### src/rtl/wb_write_arbiter.sv
// Register-file write-port arbiter: merges never-stalling pipeline results with
// handshaked mul/div results, buffering the latter in a small FIFO with hazard lookup.
module wb_write_arbiter #(
    parameter int DEPTH  = 2,
    parameter int ADDR_W = 5,
    parameter int DATA_W = 32
) (
    input  logic                       CLK,
    input  logic                       RESET,
    input  logic                       PIPE_WE,
    input  logic [ADDR_W-1:0]          PIPE_ADDR,
    input  logic [DATA_W-1:0]          PIPE_DATA,
    input  logic                       MD_VALID,
    input  logic [ADDR_W-1:0]          MD_ADDR,
    input  logic [DATA_W-1:0]          MD_DATA,
    output logic                       MD_READY,
    input  logic [ADDR_W-1:0]          HAZ_ADDR1,
    input  logic [ADDR_W-1:0]          HAZ_ADDR2,
    output logic                       HAZ_HIT1,
    output logic                       HAZ_HIT2,
    output logic                       WRITE_ENABLE,
    output logic [ADDR_W-1:0]          WRITE_ADDR,
    output logic [DATA_W-1:0]          WRITE_DATA,
    output logic [$clog2(DEPTH):0]     PEND_COUNT
);
    localparam int PTR_W = $clog2(DEPTH);
    localparam int CNT_W = PTR_W + 1;

    logic [ADDR_W-1:0] mem_addr [DEPTH];
    logic [DATA_W-1:0] mem_data [DEPTH];
    logic [PTR_W-1:0]  rd_ptr, wr_ptr;
    logic [CNT_W-1:0]  count, count_next;
    logic [DEPTH-1:0]  entry_valid;

    logic pipe_wr, md_xfer, fifo_empty, pop, bypass, push;
    logic hit1, hit2;

    assign PEND_COUNT = count;
    assign MD_READY   = !RESET && (count < CNT_W'(DEPTH));

    always_comb begin
        pipe_wr    = PIPE_WE && (PIPE_ADDR != '0);
        md_xfer    = MD_VALID && MD_READY;
        fifo_empty = (count == '0);
        pop        = !pipe_wr && !fifo_empty;
        bypass     = !pipe_wr && fifo_empty && md_xfer && (MD_ADDR != '0);
        // x0 results finish the handshake but are dropped here
        push       = md_xfer && (MD_ADDR != '0) && !bypass;
        count_next = count;
        if (push && !pop)
            count_next = count + 1'b1;
        else if (pop && !push)
            count_next = count - 1'b1;
    end

    // An entry is live when its distance from the read pointer is below the count
    always_comb begin
        entry_valid = '0;
        for (int unsigned i = 0; i < DEPTH; i++)
            entry_valid[i] = ({1'b0, PTR_W'(i) - rd_ptr} < count);
    end

    always_comb begin
        hit1 = MD_VALID && (MD_ADDR == HAZ_ADDR1);
        hit2 = MD_VALID && (MD_ADDR == HAZ_ADDR2);
        for (int unsigned i = 0; i < DEPTH; i++) begin
            if (entry_valid[i] && (mem_addr[i] == HAZ_ADDR1)) hit1 = 1'b1;
            if (entry_valid[i] && (mem_addr[i] == HAZ_ADDR2)) hit2 = 1'b1;
        end
        HAZ_HIT1 = hit1 && (HAZ_ADDR1 != '0);
        HAZ_HIT2 = hit2 && (HAZ_ADDR2 != '0);
    end

    always_ff @(posedge CLK) begin
        if (push) begin
            mem_addr[wr_ptr] <= MD_ADDR;
            mem_data[wr_ptr] <= MD_DATA;
        end
    end

    always_ff @(posedge CLK or posedge RESET) begin
        if (RESET) begin
            rd_ptr       <= '0;
            wr_ptr       <= '0;
            count        <= '0;
            WRITE_ENABLE <= 1'b0;
            WRITE_ADDR   <= '0;
            WRITE_DATA   <= '0;
        end else begin
            count        <= count_next;
            WRITE_ENABLE <= pipe_wr || pop || bypass;
            if (push) wr_ptr <= wr_ptr + 1'b1;
            if (pop)  rd_ptr <= rd_ptr + 1'b1;
            if (pipe_wr) begin
                WRITE_ADDR <= PIPE_ADDR;
                WRITE_DATA <= PIPE_DATA;
            end else if (pop) begin
                WRITE_ADDR <= mem_addr[rd_ptr];
                WRITE_DATA <= mem_data[rd_ptr];
            end else if (bypass) begin
                WRITE_ADDR <= MD_ADDR;
                WRITE_DATA <= MD_DATA;
            end
        end
    end
endmodule

### config.mk
export PLATFORM = sky130hd
export DESIGN_NAME = wb_write_arbiter
export DESIGN_NICKNAME = d
export VERILOG_FILES = /design/src/rtl/wb_write_arbiter.sv
export SDC_FILE = /design/constraint.sdc
export NUM_CORES = 1
export LEC_CHECK = 0
export CELL_PAD_IN_SITES_DETAIL_PLACEMENT = 1
export CELL_PAD_IN_SITES_GLOBAL_PLACEMENT = 2
export CORE_MARGIN = 5
export CORE_UTILIZATION = 32
export CTS_BUF_LIST = sky130_fd_sc_hd__clkbuf_8 sky130_fd_sc_hd__clkbuf_16
export DETAILED_ROUTE_END_ITERATION = 16
export PLACE_DENSITY = 0.79
export SLEW_MARGIN = 20
export SYNTH_ARGS = -nofsm -noshare
export SYNTH_HDL_FRONTEND = slang
export SYNTH_SLANG_ARGS = --single-unit
### constraint.sdc
create_clock -name CLK -period 6.8 [get_ports CLK]
set_clock_uncertainty 0.1 [all_clocks]
set_input_delay 1.7 -clock CLK [delete_from_list [all_inputs] [get_ports CLK]]
set_output_delay 1.7 -clock CLK [all_outputs]
set_load 0.005 [all_outputs]
==> impl_metrics.ini <==
[global_route]
grt_first_pass_wirelength_um = 24290
pin_count_of_the_biggest_net_entering_global_routing = 56
global_route_track_usage_on_met2_pct = 28.47
grt_ovf = 0
antenna_found_initial = 0
global_route.usage.met3_pct = 4.316
number_of_global_route_vias_before_repair = 4515
grt_usage_pct = 15.88
grt.busiest_layer = met2
grt.met1_usage_pct = 18.39

[clock_tree]
post_cts_hold_buffer_count = 0
post-cts-setup-buffers = 0
clock-root-buffer = sky130_fd_sc_hd__clkbuf_16
cts_repair_resize_count = 0
h_tree_levels = 4
clockBufferDepth = 2
numClockSinks = 116
clk_latency_ns = 0.41
clock_tree_from_tritoncts = done
clk_pin_slew_ns = 0.05
cts_inserted_buffers = 17

[critical_path]
rrSetupSlack_ns = 3.85
worstSetupStartpointType = primary input
number_of_cell_instances_on_the_worst_register_to_register_path = 5
regToRegStartpoint = PEND_COUNT[1]$_DFFE_PP0P_
criticalPathCategory = in -> out
timing.critical_path.fanout_max = 4
regToRegEndpoint = WRITE_ADDR[3]$_DFFE_PP0P_
critPathCaptureType = output pin
worst_ep_required_time_ns = 5.00
arrival_ns = 3.94

[sta]
worst_pin_slew_ns = 0.9907
clock.fmax_mhz = 174.3
setup_total_negative_slack_ns = 0
max-slew-margin-rel_pct = 33.95
final.hold.worst_slack_ns = 0.3843
final_number_of_setup_violating_endpoints = 0
final_hold_viol_count = 0
worst_slack_ns = 1.064
final.min_clock_period_ns = 5.736
portion_of_the_clock_cycle_consumed_by_the_worst_path_in_the_final_layout_pct = 84.36
report.final.slew_viol_count = 0
setup_repair_after_global_routing_missed_its_margin = false

[synthesis]
post-synth-top-area-cell = sky130_fd_sc_hd__edfxtp_1
synthesis.yosys.warnings = 0
ys_seq_area_share_pct = 62.11
post_synth_inst_count = 421
postSynth.topFlopCell = sky130_fd_sc_hd__edfxtp_1
count_of_different_cell_masters_after_synthesis = 38
yosys-top-cells-area = sky130_fd_sc_hd__edfxtp_1, sky130_fd_sc_hd__dfrtp_1, sky130_fd_sc_hd__mux2_2
synth_edf_count = 74
syn_area_sq_um = 5270
postSynthNetCount = 510
ffs_latches_synth = 116
postSynth.asyncResetShare_pct = 36.21
syn-mean-instance-area_sq_um = 12.52
synth.top_cell.area_share_pct = 42.17

[hold_path]
worst_hold_class = reg -> reg
hold_path.startpoint = WRITE_DATA[25]$_DFFE_PP0P_
min_to = WRITE_DATA[25]$_DFFE_PP0P_
worstHoldPathCells = 2

[cells_and_area]
n_antenna_cell = 0
post_route_cells_drive_above_1_share_pct = 13.77
fill_cell_total_of_the_finished_layout = 1730
final_cell_count_without_fillers = 779
final_util_pct = 44.99
area_growth_syn_to_layout_pct = 39.55
finish.instance_area_sq_um = 7355
fin_nets = 635

[power_and_ir_drop]
powerDensity_nw_per_um2 = 349.3
peakVddDrop_mv = 0.1641
power.leakage_nw = 2.634
design_power_total_mw = 2.569

[flow_run]
max-cap-violations = 0

[placed_design]
place_congestion = 0.7598
buffer_ports.inserted = 130
place_worst_setup_slack_ns = 1.074
detailed_place_hpwl_um = 9846
post_dp_cell_area_sq_um = 6755
numPlacedInstances = 746

[floorplan]
start_util_pct = 32.24
num_rows = 47
fp.dieArea_sq_um = 19140
die_w_um = 138.3
core_ar_sq_um = 16350
pin_count = 131
floorplan.die.height_um = 138.3

[status]
outcome = complete, no violations

[route]
drt_via_density = 4.944
vias = 3851
post_drt_wl_per_cell_um = 19.11
dr.pass1.iters = 4
drt_iter0_drcs = 175
wirelength_um = 14890
final_antenna_net_count = 0
remaining_drc_errors = 0
[cell usage after synthesis (4+ instances only)]
library cell,instances
sky130_fd_sc_hd__xor2_1,27
sky130_fd_sc_hd__mux2_2,23
sky130_fd_sc_hd__nor4_1,7
sky130_fd_sc_hd__nand2_1,35
sky130_fd_sc_hd__o21ai_0,29
sky130_fd_sc_hd__buf_2,15
sky130_fd_sc_hd__edfxtp_1,74
sky130_fd_sc_hd__mux2i_1,14
sky130_fd_sc_hd__a21oi_1,38
sky130_fd_sc_hd__o221ai_2,10
sky130_fd_sc_hd__clkbuf_1,6
sky130_fd_sc_hd__xnor2_1,8
sky130_fd_sc_hd__or4_1,5
sky130_fd_sc_hd__nor2_1,41
sky130_fd_sc_hd__o221ai_1,8
sky130_fd_sc_hd__dfrtp_1,42
sky130_fd_sc_hd__inv_1,4
[placed cells by master (no fill, tap or decap), types with 3 or more instances in the layout]
| cell | count |
|---|---|
| sky130_fd_sc_hd__or4_1 | 5 |
| sky130_fd_sc_hd__o21ai_0 | 29 |
| sky130_fd_sc_hd__o32ai_1 | 3 |
| sky130_fd_sc_hd__a21oi_1 | 38 |
| sky130_fd_sc_hd__nor3_1 | 3 |
| sky130_fd_sc_hd__nor4_1 | 6 |
| sky130_fd_sc_hd__clkbuf_16 | 17 |
| sky130_fd_sc_hd__dfrtp_1 | 41 |
| sky130_fd_sc_hd__o221ai_2 | 10 |
| sky130_fd_sc_hd__clkinvlp_4 | 3 |
| sky130_fd_sc_hd__mux2_2 | 23 |
| sky130_fd_sc_hd__o221ai_1 | 8 |
| sky130_fd_sc_hd__clkdlybuf4s50_1 | 130 |
| sky130_fd_sc_hd__nand2_1 | 35 |
| sky130_fd_sc_hd__xnor2_1 | 8 |
| sky130_fd_sc_hd__inv_1 | 5 |
| sky130_fd_sc_hd__buf_4 | 3 |
| sky130_fd_sc_hd__o221a_2 | 3 |
| sky130_fd_sc_hd__mux2i_1 | 14 |
| sky130_fd_sc_hd__edfxtp_1 | 74 |
| sky130_fd_sc_hd__xor2_1 | 27 |
| sky130_fd_sc_hd__nor2_1 | 40 |
| sky130_fd_sc_hd__clkinv_2 | 5 |
[cells by family after synthesis]
family,Yosys count,share of synthesized area (%)
compound gates,101,13.01
buf+inv,33,3.039
fa+ha+maj,1,0.2374
mux,37,7.574
simple gates,98,8.215
flops,116,62.11
xor+xnor,35,5.817
[worst max path at each step]
stage                 start                  endpoint  slack [ns]  cells past startpoint
6_report       HAZ_ADDR1[2]                  HAZ_HIT1        1.06                      7
5_1_grt        HAZ_ADDR1[3]                  HAZ_HIT1        1.03                      7
4_1_cts        HAZ_ADDR1[2]                  HAZ_HIT1        1.06                      7
3_5_place_dp   HAZ_ADDR1[2]                  HAZ_HIT1        1.07                      7
3_3_place_gp   HAZ_ADDR1[2]                  HAZ_HIT1        1.28                      7
2_1_floorplan    MD_ADDR[4]  mem_addr[0][0]$_DFFE_PP_        0.36                      4
[cell type report]
| class | count | area (sq um) | share of cell area [%] |
|---|---|---|---|
| Clock inverter | 13 | 117.6 | 1.599 |
| Timing Repair Buffer | 134 | 1351 | 18.37 |
| Clock buffer | 19 | 452.9 | 6.159 |
| Multi-Input combinational cell | 272 | 1863 | 25.33 |
| Inverter | 5 | 20.02 | 0.2722 |
| Tap cell | 220 | 275.3 | 3.743 |
| Sequential cell | 116 | 3274 | 44.52 |
[per-layer routing]
metal / wire (um) / up-vias
met1: 6281 / 1920
li1: - / 1809
met3: 641 / 18
met5: 0 / -
met2: 7724 / 104
met4: 242 / 0
[flip-flops by register name, indices dropped and copies added, names as in the netlist]
| name | cells |
|---|---|
| wr_ptr | 1 |
| mem_data | 64 |
| WRITE_ADDR | 5 |
| mem_addr | 10 |
| WRITE_ENABLE | 1 |
| rd_ptr | 1 |
| WRITE_DATA | 32 |
| PEND_COUNT | 2 |
[worst max-delay path: stages]
cell and delay [ns]:
sky130_fd_sc_hd__clkdlybuf4s50_1 0.51, sky130_fd_sc_hd__xor2_1 0.19, sky130_fd_sc_hd__or4_1 0.54, sky130_fd_sc_hd__nor3_1 0.22, sky130_fd_sc_hd__a31oi_1 0.09, sky130_fd_sc_hd__a21oi_1 0.17
sky130_fd_sc_hd__clkdlybuf4s50_1 0.52
[report_power, final]
| part | internal [mW] | switching, mW | total (mW) | leakage, nW |
|---|---|---|---|---|
| clock network | 0.549 | 0.302 | 0.851 | 0.282 |
| registers | 0.884 | 0.0818 | 0.966 | 1.16 |
| logic | 0.389 | 0.362 | 0.752 | 1.20 |
(Power assumes the default switching activity.)
==> patch: new RTL, config.mk and constraints unchanged <==
Make the reset (`RESET`) synchronous in one clocked block.
--- a/src/rtl/wb_write_arbiter.sv
+++ b/src/rtl/wb_write_arbiter.sv
@@ -78,7 +78,7 @@
         end
     end
 
-    always_ff @(posedge CLK or posedge RESET) begin
+    always_ff @(posedge CLK) begin
         if (RESET) begin
             rd_ptr       <= '0;
             wr_ptr       <= '0;
Check against the original RTL: differs if RESET is asserted again (counterexample within 4 cycles, from zero or initial values and one cycle with RESET high); with RESET held inactive, the same outputs for 4 cycles.
==> patch against the original RTL <==
- sequential cell count is 1 higher
- worst setup slack worse by 0.019 ns
- largest power group unchanged
- utilization up 0.78 points
- critical path type unchanged
- via count rose by 5.3%
- routed wire length rose by 5.3%
- hold slack improved by 0.0087 ns
- cell area decreased by 0.80%
- total power up 3.7%
- combinational power grew 9.7%
- maximum frequency is 0.33% lower
- count of clock-buffer cells in the layout shrank 2
- synthesized area decreased by 0.90%
==> patch: results (changes against the original RTL) <==
vias per cell 5.06 (was 4.94); DR WL/cell 19.6 um (was 19.1 um); status completed (unchanged); Regs by FF count mem_data (64), WRITE_DATA (32), mem_addr (10) (unchanged); first-pass GRT wire length 24,500 um (was 24,300 um); CP arrival 3.96 ns (was 3.94 ns); Reg clk slew, reported paths 0.05 ns (about the same); Top FF cell, synth edfxtp_1 (unchanged); Setup Fix Bufs, Post-CTS 0 (unchanged); clk_lat worst skew 0.41 ns (about the same); via count 4,057 (was 3,851); Slowest cell on crit path clkdlybuf4s50_1 (was or4_1); Yosys warning total 0 (unchanged); antenna violations before repair 0 (unchanged); total CTS buffers 17 (unchanged); Mapped Cells 446 (was 421); hpwl dp 10,500 um (was 9850 um); Cell variety after synth 34 (was 38); I/O Buffers 130 (unchanged); commonest cells in the netlist edfxtp_1, nor2_1, a211oi_1 (was edfxtp_1, dfrtp_1, nor2_1); vias in the first global route 4,556 (was 4,515); DR iter-0 viols 129 (was 175); layout cell share with drive strength beyond 1 10.1% (was 13.8%); Slew headroom 30.2% (was 34.0%); CTS resizes 0 (unchanged); 1st-pass router iterations 6 (was 4); Total Nets Final 661 (was 635); Post-synth ARST share 0% (was 36.2%); Inst Count DP 768 (was 746); Worst VDD drop 0.193 mV (was 0.164 mV); kind of cell adding the most delay to the critical path buffers and inverters (unchanged); largest net degree at the start of global routing 69 (was 56); GRT Total Usage 17.0% (was 15.9%); syn_nets 535 (was 510); crit path max fanout 4 (unchanged); routability-driven placement congestion ratio 0.850 (was 0.760); top post-synthesis cells by area edfxtp_1, dfxtp_1, a211oi_1 (was edfxtp_1, dfrtp_1, mux2_2); LEAKAGE 2.44 nW (was 2.63 nW); sequential share of the synthesized area 59.0% (was 62.1%)
## patch: cell count changes in the layout (fill, tap and decap cells not counted), moves of 14 or more
cell | unedited run | this run
nor2_1 | 40 | 63
nand2_1 | 35 | 1
nor3_1 | 3 | 26
a21oi_1 | 38 | 24
mux2i_1 | 14 | 37
dfxtp_1 | 0 | 42
a211oi_1 | 0 | 55
dfrtp_1 | 41 | 0
mux2_2 | 23 | 2
## patch: path summary, 6_finish.rpt
check / from / end / cells after the start / slack (ns)
max: HAZ_ADDR1[2] / HAZ_HIT1 / 7 / 1.04
min: WRITE_DATA[24]$_SDFFE_PP0P_ / WRITE_DATA[24]$_SDFFE_PP0P_ / 2 / 0.39
max reg2reg: PEND_COUNT[0]$_SDFFE_PP0P_ / mem_data[0][26]$_DFFE_PP_ / 5 / 3.45
min reg2reg: WRITE_DATA[24]$_SDFFE_PP0P_ / WRITE_DATA[24]$_SDFFE_PP0P_ / 2 / 0.39
## patch: power breakdown
part | switching, mW | total, mW | internal, mW
Combinational | 0.447 | 0.825 | 0.378
Clock | 0.318 | 0.888 | 0.570
Sequential | 0.0767 | 0.950 | 0.874
Total | 0.842 | 2.66 | 1.82
## patch: routing by layer
metal,global-route usage (%),share of wire (%)
met5,0,0
met4,5.82,1.4
met1,20.4,44
met3,4.86,5.4
met2,29.3,49
## patch: final cells by class
| class | count | area, um^2 |
|---|---|---|
| well taps | 216 | 270 |
| clock buffers | 17 | 425 |
| clock inverters | 15 | 163 |
| fillers | 1700 | 8650 |
| inverters | 2 | 7.51 |
| repair buffers | 138 | 1360 |
| multi-input cells | 296 | 1980 |
| flip-flops and latches | 117 | 3080 |
## patch: through the flow
step / hold WS (ns) / util, % / worst slack, ns / instance area [um^2]
2_1_floorplan: 0.384 / - / 1.28 / 5220
3_3_place_gp: 0.378 / 42.0 / 1.24 / 6690
3_5_place_dp: 0.388 / 42.0 / 1.09 / 6690
4_1_cts: 0.397 / 45.7 / 1.09 / 7280
5_1_grt: 0.415 / 45.8 / 1.02 / 7300
6_report: 0.393 / 45.8 / 1.04 / 7300
## patch: logic make-up (layout without fill, tap and decap cells)
group / after synthesis / in the layout / share of synthesized area (%)
adders and majority gates: 1 / 1 / 0.240
muxes: 39 / 39 / 7.52
AOI/OAI and AO/OA: 104 / 104 / 13.1
buffers and inverters: 33 / 172 / 3.16
DFF: 117 / 117 / 59.0
and+or+nand+nor: 118 / 118 / 11.2
xor gates and xnor gates: 34 / 34 / 5.70
## patch: worst min-delay path: stages (launching register included)
cell     delay, ns
dfxtp_1       0.32
nor2_1        0.05
nor3_2        0.08
